<file path="src/rtl/m_dispatch_pkg.sv">
// Shared types for the M-extension dispatch stage.
// Opcode/funct constants, FSM states, FIFO entry.
package m_dispatch_pkg;

    localparam logic [6:0] OPC_OP   = 7'b0110011;
    localparam logic [6:0] FUNCT7_M = 7'b0000001;

    typedef enum logic [2:0] {
        F3_MUL    = 3'b000,
        F3_MULH   = 3'b001,
        F3_MULHSU = 3'b010,
        F3_MULHU  = 3'b011,
        F3_DIV    = 3'b100,
        F3_DIVU   = 3'b101,
        F3_REM    = 3'b110,
        F3_REMU   = 3'b111
    } func3_t;

    typedef enum logic [1:0] {
        IDLE  = 2'd0,
        ISSUE = 2'd1,
        WAIT  = 2'd2,
        WB    = 2'd3
    } state_t;

    typedef struct packed {
        logic [31:0] instruction;
        logic [31:0] rs1;
        logic [31:0] rs2;
    } entry_t;

    function automatic logic is_m_op(input logic [31:0] instr);
        return (instr[6:0] == OPC_OP) && (instr[31:25] == FUNCT7_M);
    endfunction

    // Divide/remainder (funct3[2] set) with a zero divisor.
    function automatic logic is_div0(input entry_t e);
        return e.instruction[14] && (e.rs2 == 32'd0);
    endfunction

endpackage

</file>
<file path="src/rtl/m_dispatch_fifo.sv">
// Synchronous FIFO for queued M ops.
// Extra pointer wrap bit separates full from empty.
module m_dispatch_fifo
    import m_dispatch_pkg::*;
#(
    parameter int  DEPTH = 4,
    parameter type T     = entry_t
) (
    input  logic clk,
    input  logic resetn,
    input  logic push_i,
    input  T     wdata_i,
    input  logic pop_i,
    output T     rdata_o,
    output logic full_o,
    output logic empty_o
);

    localparam int AW = $clog2(DEPTH);
    localparam logic [AW:0] PTR_ONE = {{AW{1'b0}}, 1'b1};

    T           mem_q [DEPTH];
    logic [AW:0] wptr_q;
    logic [AW:0] rptr_q;
    logic        do_push;
    logic        do_pop;

    assign full_o  = (wptr_q[AW] != rptr_q[AW]) &&
                     (wptr_q[AW-1:0] == rptr_q[AW-1:0]);
    assign empty_o = (wptr_q == rptr_q);
    assign do_push = push_i && !full_o;
    assign do_pop  = pop_i && !empty_o;
    assign rdata_o = mem_q[rptr_q[AW-1:0]];

    // Pointer update; reset drops every stored entry.
    always_ff @(posedge clk or negedge resetn) begin
        if (!resetn) begin
            wptr_q <= '0;
            rptr_q <= '0;
        end else begin
            if (do_push) wptr_q <= wptr_q + PTR_ONE;
            if (do_pop)  rptr_q <= rptr_q + PTR_ONE;
        end
    end

    // Storage write; contents are don't-care while empty.
    always_ff @(posedge clk) begin
        if (do_push) mem_q[wptr_q[AW-1:0]] <= wdata_i;
    end

endmodule

</file>
<file path="src/rtl/m_unit_dispatch.sv">
// Issue stage in front of riscv_m_unit: FIFO, one-op FSM, watchdog.
// Optional macro M_DISPATCH_DIV0_BYPASS_EN resolves divide-by-zero locally.
module m_unit_dispatch
    import m_dispatch_pkg::*;
#(
    parameter int DEPTH          = 4,
    parameter int TIMEOUT_CYCLES = 64
) (
    input  logic        clk,
    input  logic        resetn,
    input  logic        in_valid,
    output logic        in_ready,
    input  logic [31:0] in_instruction,
    input  logic [31:0] in_rs1,
    input  logic [31:0] in_rs2,
    output logic        m_valid,
    output logic [31:0] m_instruction,
    output logic [31:0] m_rs1,
    output logic [31:0] m_rs2,
    input  logic        m_wr,
    input  logic [31:0] m_rd,
    input  logic        m_busy,
    input  logic        m_ready,
    output logic        wb_valid,
    input  logic        wb_ready,
    output logic [4:0]  wb_rd_addr,
    output logic [31:0] wb_data,
    output logic        wb_err,
    output logic        idle
);

    localparam int TW = $clog2(TIMEOUT_CYCLES);
    localparam logic [TW-1:0] TO_LAST = TW'(TIMEOUT_CYCLES - 1);
    localparam logic [TW-1:0] TO_ONE  = TW'(1);

    state_t        state_q, state_d;
    logic [31:0]   m_instr_q, m_instr_d;
    logic [31:0]   m_rs1_q, m_rs1_d;
    logic [31:0]   m_rs2_q, m_rs2_d;
    logic [4:0]    wb_rd_q, wb_rd_d;
    logic [31:0]   wb_data_q, wb_data_d;
    logic          wb_err_q, wb_err_d;
    logic [TW-1:0] tmo_q, tmo_d;

    entry_t in_entry;
    entry_t head;
    logic   fifo_full;
    logic   fifo_empty;
    logic   fifo_push;
    logic   fifo_pop;

    assign in_entry  = '{instruction: in_instruction, rs1: in_rs1, rs2: in_rs2};
    assign in_ready  = !fifo_full;
    // Non-M ops are handshaken but never stored.
    assign fifo_push = in_valid && !fifo_full && is_m_op(in_instruction);

    m_dispatch_fifo #(
        .DEPTH (DEPTH),
        .T     (entry_t)
    ) u_fifo (
        .clk     (clk),
        .resetn  (resetn),
        .push_i  (fifo_push),
        .wdata_i (in_entry),
        .pop_i   (fifo_pop),
        .rdata_o (head),
        .full_o  (fifo_full),
        .empty_o (fifo_empty)
    );

    // Next-state logic: one op in flight, strictly in order.
    always_comb begin
        state_d   = state_q;
        m_instr_d = m_instr_q;
        m_rs1_d   = m_rs1_q;
        m_rs2_d   = m_rs2_q;
        wb_rd_d   = wb_rd_q;
        wb_data_d = wb_data_q;
        wb_err_d  = wb_err_q;
        tmo_d     = tmo_q;
        fifo_pop  = 1'b0;
        unique case (state_q)
            IDLE: begin
                if (!fifo_empty) begin
`ifdef M_DISPATCH_DIV0_BYPASS_EN
                    if (is_div0(head)) begin
                        fifo_pop  = 1'b1;
                        wb_rd_d   = head.instruction[11:7];
                        wb_data_d = head.instruction[13] ? head.rs1 : 32'hFFFF_FFFF;
                        wb_err_d  = 1'b0;
                        state_d   = WB;
                    end else if (!m_busy) begin
`else
                    if (!m_busy) begin
`endif
                        fifo_pop  = 1'b1;
                        m_instr_d = head.instruction;
                        m_rs1_d   = head.rs1;
                        m_rs2_d   = head.rs2;
                        wb_rd_d   = head.instruction[11:7];
                        tmo_d     = '0;
                        state_d   = ISSUE;
                    end
                end
            end
            ISSUE: state_d = WAIT;
            WAIT: begin
                if (m_ready && m_wr) begin
                    wb_data_d = m_rd;
                    wb_err_d  = 1'b0;
                    state_d   = WB;
                end else if (m_ready) begin
                    state_d = IDLE;
                end else if (tmo_q == TO_LAST) begin
                    wb_data_d = '0;
                    wb_err_d  = 1'b1;
                    state_d   = WB;
                end else begin
                    tmo_d = tmo_q + TO_ONE;
                end
            end
            WB: if (wb_ready) state_d = IDLE;
            default: state_d = IDLE;
        endcase
    end

    // State and datapath registers.
    always_ff @(posedge clk or negedge resetn) begin
        if (!resetn) begin
            state_q   <= IDLE;
            m_instr_q <= '0;
            m_rs1_q   <= '0;
            m_rs2_q   <= '0;
            wb_rd_q   <= '0;
            wb_data_q <= '0;
            wb_err_q  <= 1'b0;
            tmo_q     <= '0;
        end else begin
            state_q   <= state_d;
            m_instr_q <= m_instr_d;
            m_rs1_q   <= m_rs1_d;
            m_rs2_q   <= m_rs2_d;
            wb_rd_q   <= wb_rd_d;
            wb_data_q <= wb_data_d;
            wb_err_q  <= wb_err_d;
            tmo_q     <= tmo_d;
        end
    end

    assign m_valid       = (state_q == ISSUE);
    assign m_instruction = m_instr_q;
    assign m_rs1         = m_rs1_q;
    assign m_rs2         = m_rs2_q;
    assign wb_valid      = (state_q == WB);
    assign wb_rd_addr    = wb_rd_q;
    assign wb_data       = wb_data_q;
    assign wb_err        = wb_err_q;
    assign idle          = fifo_empty && (state_q == IDLE);

endmodule
</file>
<file path="config.mk">
export PLATFORM = sky130hd
export DESIGN_NAME = m_unit_dispatch
export DESIGN_NICKNAME = d
export VERILOG_FILES = /design/src/rtl/m_dispatch_pkg.sv /design/src/rtl/m_dispatch_fifo.sv /design/src/rtl/m_unit_dispatch.sv
export SDC_FILE = /design/constraint.sdc
export NUM_CORES = 1
export LEC_CHECK = 0
export ABC_AREA = 1
export CELL_PAD_IN_SITES_DETAIL_PLACEMENT = 2
export CELL_PAD_IN_SITES_GLOBAL_PLACEMENT = 2
export CORE_ASPECT_RATIO = 0.9
export CORE_UTILIZATION = 27
export DETAILED_ROUTE_END_ITERATION = 16
export PLACE_DENSITY_LB_ADDON = 0.15
export SYNTH_ARGS = -nofsm -noshare
export SYNTH_HDL_FRONTEND = slang
export SYNTH_HIERARCHICAL = 1
export SYNTH_SLANG_ARGS = --single-unit
</file>
<file path="constraint.sdc">
create_clock -name clk -period 6.4 [get_ports clk]
set_input_delay 1.6 -clock clk [delete_from_list [all_inputs] [get_ports clk]]
set_output_delay 1.6 -clock clk [all_outputs]
set_load 0.01 [all_outputs]
</file>
After elaboration in Yosys (flattened, before gate mapping)
Memory sizes are Yosys's and may differ from the RTL's.
Index checks and enable logic that the tools add are counted.
- register bits after elaboration: 148
- memory bits (writable): 384
- input port bits: 135
- output and inout port bits: 138
- logic and storage cells: 74
- memories kept: 1
- $add $sub $neg: 3
- eq/ne operators: 17
- muxes and demuxes: 24
- bitwise operators: 2
- reductions and logical operators: 17
- memories (memory ; words ; width ; rd ports ; clocked after Yosys merged registers in ; wr ports ; RTL line ; source):
    u_fifo.mem_q ; 4 ; 96 ; 1 ; 0 ; 1 ; m_dispatch_fifo.sv:22 ; T mem_q [DEPTH];
- operators by type and width (operator ; count):
    $mux 32 ; 3
    $mux 6 ; 5
    $mux 2 ; 6
    $pmux 6 s2 ; 1
    $ne 2x2->1 const B ; 5
    $logic_and 1x1->1 ; 8
    $mux 1 ; 8
    $pmux 2 s4 ; 1
    $eq 7x1->1 const B ; 1
    $eq 7x6->1 const B ; 1
    $add 3x1->3 const B ; 2
    $add 6x1->6 const B ; 1
    $eq 6x6->1 const B ; 1
    $reduce_and 3->1 ; 2
    $reduce_and 6->1 ; 1
    $eq 2x2->1 const B ; 2
    $ne 2x1->1 const B ; 2
    $ne 4x4->1 const B ; 1
    $reduce_and 4->1 ; 1
    $reduce_bool 2->1 ; 2
    $eq 3x3->1 ; 1
    $eq 2x1->1 const B ; 1
    $eq 2x2->1 ; 1
    $logic_not 1->1 ; 2
    3 further kinds ; 4

Logic depth before layout (Yosys ltp)
- depth in word-level cells: 8
- gate-level depth with buffers: 14
- mapped depth without buffers: 13

Modules after synthesis
The synthesis kept the hierarchy.
- by module, submodules not included (module ; instances ; cells an instance ; area each (sq um) ; seq. area each (sq um)):
    m_dispatch_fifo ; 1 ; 988 ; 14644.0 ; 11681.2
    m_unit_dispatch ; 1 ; 635 ; 5445.2 ; 3428.3

Worst setup path before layout
Ideal clock, no wire load.
- kind: input to register
- from: in in_instruction[6]
- to: mem u_fifo/mem_q[0][0] (netlist name), enable pin
- setup time: 0.552 ns
- data arrival time: 6.267 ns
- data required time: 5.848 ns
- path slack: -0.419 ns
- stages: 5
- path buffers: 0
- cells stage by stage: nor4_1 > nand2_1 > nor2_1 > nand2_2 > nor2_1
- cells in the longest elaborated chain, start to end: 6
- RTL lines (element ; RTL line ; source):
    from (decl) ; m_unit_dispatch.sv:13 ; input logic [31:0] in_instruction,
    $eq 7x6->1 ; m_dispatch_pkg.sv:33 ; return (instr[6:0] == OPC_OP) && (instr[31:25] == FUNCT7_M);
    $logic_and 1x1->1 ; m_dispatch_pkg.sv:33 ;
    $logic_and 1x1->1 ; m_unit_dispatch.sv:55 ; assign fifo_push = in_valid && !fifo_full && is_m_op(in_instruction);
    named net fifo_push ; m_unit_dispatch.sv:49 ; logic fifo_push;
    $logic_and 1x1->1 ; m_dispatch_fifo.sv:31 ; assign do_push = push_i && !full_o;
    $mux 1 ; m_dispatch_fifo.sv:48 ; if (do_push) mem_q[wptr_q[AW-1:0]] <= wdata_i;
    $mux 1 (not written as such) ; m_dispatch_fifo.sv:48 ;
    to (decl) ; m_dispatch_fifo.sv:22 ;
The timed path passes the listed nets, and every way through them passes these cells.

Final worst setup path
- from: reg u_fifo.rptr_q[0]
- to: out idle
- cells in the longest elaborated chain, start to end: 2
- RTL lines (element ; RTL line ; source):
    from (decl) ; m_dispatch_fifo.sv:24 ; logic [AW:0] rptr_q;
    from (signal assigned) ; m_dispatch_fifo.sv:42 ; if (do_pop) rptr_q <= rptr_q + PTR_ONE;
    $eq 3x3->1 ; m_dispatch_fifo.sv:30 ; assign empty_o = (wptr_q == rptr_q);
    named net fifo_empty ; m_unit_dispatch.sv:48 ; logic fifo_empty;
    $logic_and 1x1->1 ; m_unit_dispatch.sv:158 ; assign idle = fifo_empty && (state_q == IDLE);
    to (decl) ; m_unit_dispatch.sv:29 ; output logic idle
The timed path passes the listed nets, and every way through them passes these cells.

==> results.sh <==
export IMPL_clk_pin_slew_ns=0.06
export IMPL_place_congestion=0.697
export IMPL_hold_class="reg2reg"
export IMPL_start_util=0.274
export IMPL_met3_length_um=2570
export IMPL_port_buffer_count=272
export IMPL_cts_resized_gates=0
export IMPL_yosysSeqAreaShare=0.752
export IMPL_grt_pass1_wl_um=90700
export IMPL_wirelength_met1_um=26700
export IMPL_yosys_area_share_simple=0.121
export IMPL_holdBufCountCts=0
export IMPL_nets=2020
export IMPL_multiInputGateArea_mm2=0.00436
export IMPL_grt_max_degree=90
export IMPL_cts_max_path_buffers=3
export IMPL_setup_violations=0
export IMPL_netlist_area_mm2=0.0201
export IMPL_synth_top_cell_by_area="edfxtp_1"
export IMPL_viasPerCell=4.64
export IMPL_peakVddDrop_v=0.000197
export IMPL_synthMuxAreaShare=0
export IMPL_cts_tree="built"
export IMPL_synth_fp_nets=1764
export IMPL_synth_top_family_by_area="simple AND/OR/NAND/NOR gates"
export IMPL_layout_drive_gt1_share=0.0663
export IMPL_h_tree_depth=2
export IMPL_drv_cap=0
export IMPL_r2r_start="u_fifo/rptr_q[0]"
export IMPL_tns_ns=0
export IMPL_slew_headroom=0.230
export IMPL_clock_sinks=527
export IMPL_ys_top_cells_by_area="edfxtp_1 57%, dfrtp_1 18%, nand2_1 7.4%, nor2_1 3.9%, o21ai_0 3.6%"
export IMPL_layout_commonest_cell="nand2_1"
export IMPL_placed_cells=2777
export IMPL_r2r_cells=13
export IMPL_fp_dieArea_mm2=0.0755
export IMPL_worst_pin_slew_ns=1.15
export IMPL_top_layer="met5"
export IMPL_end_kind="output pin"
export IMPL_cts_setup_buffers=0
export IMPL_core_area_mm2=0.0734
export IMPL_die_y_um=261
export IMPL_fin_crit_sh=0.723
export IMPL_path_class="reg2out"
export IMPL_preCtsSetupSlack_ns=1.58
export IMPL_drc=0
export IMPL_rrSetupSlack_ns=2.50
export IMPL_worst_hold_path_endpoint="m_rs1[26]"
export IMPL_cp_data_arrival_time_ns=3.03
export IMPL_yosys_warnings=6
export IMPL_synthXorXnorAreaFrac=0.00131
export IMPL_postLayoutCellArea_mm2=0.0257
export IMPL_powerDensity_mw_per_mm2=309
export IMPL_drt_iter0_drc=526
export IMPL_routed_via_count=13400
export IMPL_netlist_area_leader_share=0.574
export IMPL_gr_usage_all_layers=0.159
export IMPL_place_hpwl_um=35900
export IMPL_antenna_found_initial=8
export IMPL_syn_instance_count=1623
export IMPL_syn2layout_area_growth_pct=28.0
export IMPL_r2r_end="u_fifo/mem_q[0][46]"
export IMPL_avgSynthCellArea_um2=12.4
export IMPL_ys_seq_elements=527
export IMPL_fmax_mhz=216
export IMPL_yosysUniqueCellTypes=29
export IMPL_clock_skew_ns=0.0200
export IMPL_period_minus_slack_ns=4.63
export IMPL_final_cells=2892
export IMPL_grt_overflow=0
export IMPL_min_from="m_rs1[26]"
export IMPL_placed_area_mm2=0.0237
export IMPL_finalHoldViolCount=0
export IMPL_regArea_mm2=0.0151
export IMPL_finalMaxSlewViolations=0
export IMPL_rsz0062_at_grt="no"
export IMPL_worstPathRequired_ns=4.80
export IMPL_synthAdderAreaFrac=0.00374
export IMPL_mostFrequentLayoutCells="398 x nand2_1, 384 x edfxtp_1, 271 x clkdlybuf4s50_1"
export IMPL_fillCellCount=7687
export IMPL_wirelength_um=60200
export IMPL_chipWidth_um=290
export IMPL_fin_ws_ns=1.77
export IMPL_pin_count=273
export IMPL_status="finished clean"
export IMPL_whs_path_depth=2
export IMPL_p_leak_nw=9.60
export IMPL_cts_buffers=60
export IMPL_grt_pass1_vias=14600
export IMPL_clock_root_buffer="clkbuf_16"
export IMPL_cp_start_kind="flip-flop"
export IMPL_met2WireLength_um=29800
export IMPL_antenna_left=0
export IMPL_drt_pass1_iterations=4
export IMPL_synth_compound_area_share=0.0889
export IMPL_post_drt_wl_per_cell_um=20.8
export IMPL_cp_max_fo=51
export IMPL_row_count=94
export IMPL_clock_latency_ns=0.62
==> per-stage QoR <==
| stage | power [mW] | util | hold WS, ns |
|---|---|---|---|
| after floorplan | 4.12 | - | 0.496 |
| after detailed placement | 4.55 | 0.323 | 0.461 |
| after global routing | 8.26 | 0.350 | 0.502 |
| final | 7.95 | 0.350 | 0.470 |
| after global placement | 4.52 | 0.323 | 0.459 |
| after CTS | 8.08 | 0.350 | 0.477 |
==> cell usage after synthesis (all sizes together) <==
| master | count |
|---|---|
| o21ai | 232 |
| a21oi | 2 |
| xor2 | 2 |
| nor2 | 210 |
| clkbuf | 40 |
| nor3 | 1 |
| nand3 | 14 |
| xnor2 | 1 |
| inv | 25 |
| o21bai | 1 |
| buf | 59 |
| nand2 | 400 |
| nand4 | 3 |
| dfrtp | 143 |
| o22ai | 97 |
| nor4 | 2 |
| ha | 6 |
| edfxtp | 384 |
| or2 | 1 |
==> metal layers <==
metal,global-route usage,up-vias
met1,0.202,6886
met2,0.276,228
met5,0,-
met4,0.0374,12
li1,-,6203
met3,0.0317,80
==> worst max path at each step <==
stage	from	to	slack, ns	cells past startpoint
floorplan	in_instruction[6]	u_fifo/mem_q[0][0]	-0.42	5
global placement	in_instruction[30]	u_fifo/mem_q[0][46]	1.70	7
detailed placement	in_instruction[30]	u_fifo/mem_q[0][46]	1.58	7
CTS	u_fifo/rptr_q[0]	idle	1.63	8
global route	u_fifo/rptr_q[0]	idle	1.48	8
finish	u_fifo/rptr_q[0]	idle	1.77	8
==> flip-flops by register name, indices dropped and copies added, names as in the netlist <==
signal,count
m_instruction,32
m_rs1,32
m_rs2,32
state_q,2
tmo_q,6
u_fifo/mem_q,384
u_fifo/rptr_q,3
u_fifo/wptr_q,3
wb_data,32
wb_err,1
==> area by class of cell <==
cell class | count | area share
Antenna cell | 1 | 0.0000973
Clock buffer | 77 | 0.0625
Clock inverter | 37 | 0.0149
Inverter | 25 | 0.00404
Multi-Input combinational cell | 972 | 0.170
Sequential cell | 527 | 0.588
Tap cell | 960 | 0.0467
Timing Repair Buffer | 293 | 0.114
==> kinds of logic (layout without fill, tap and decap cells) <==
group | Yosys count | in the layout
xor+xnor | 3 | 3
flops | 527 | 527
compound gates | 332 | 332
buf+inv | 124 | 432
fa+ha+maj | 6 | 6
other cells | 0 | 1
simple gates | 631 | 631
==> where the power goes <==
part	total, mW	leakage [nW]	internal [mW]	switching, mW
logic	0.589	3.20	0.320	0.269
clock network	3.48	0.976	2.09	1.39
registers	3.88	5.42	3.79	0.0877
==> worst max-delay path, stage by stage, from the launching register on <==
cell	delay, ns
dfrtp_4	0.66
inv_6	0.38
nand2_1	0.12
nand2_2	0.10
nand3_2	0.14
inv_1	0.25
inv_1	0.07
nor2_1	0.10
clkdlybuf4s50_1	0.56
(Power assumes the default switching activity.)
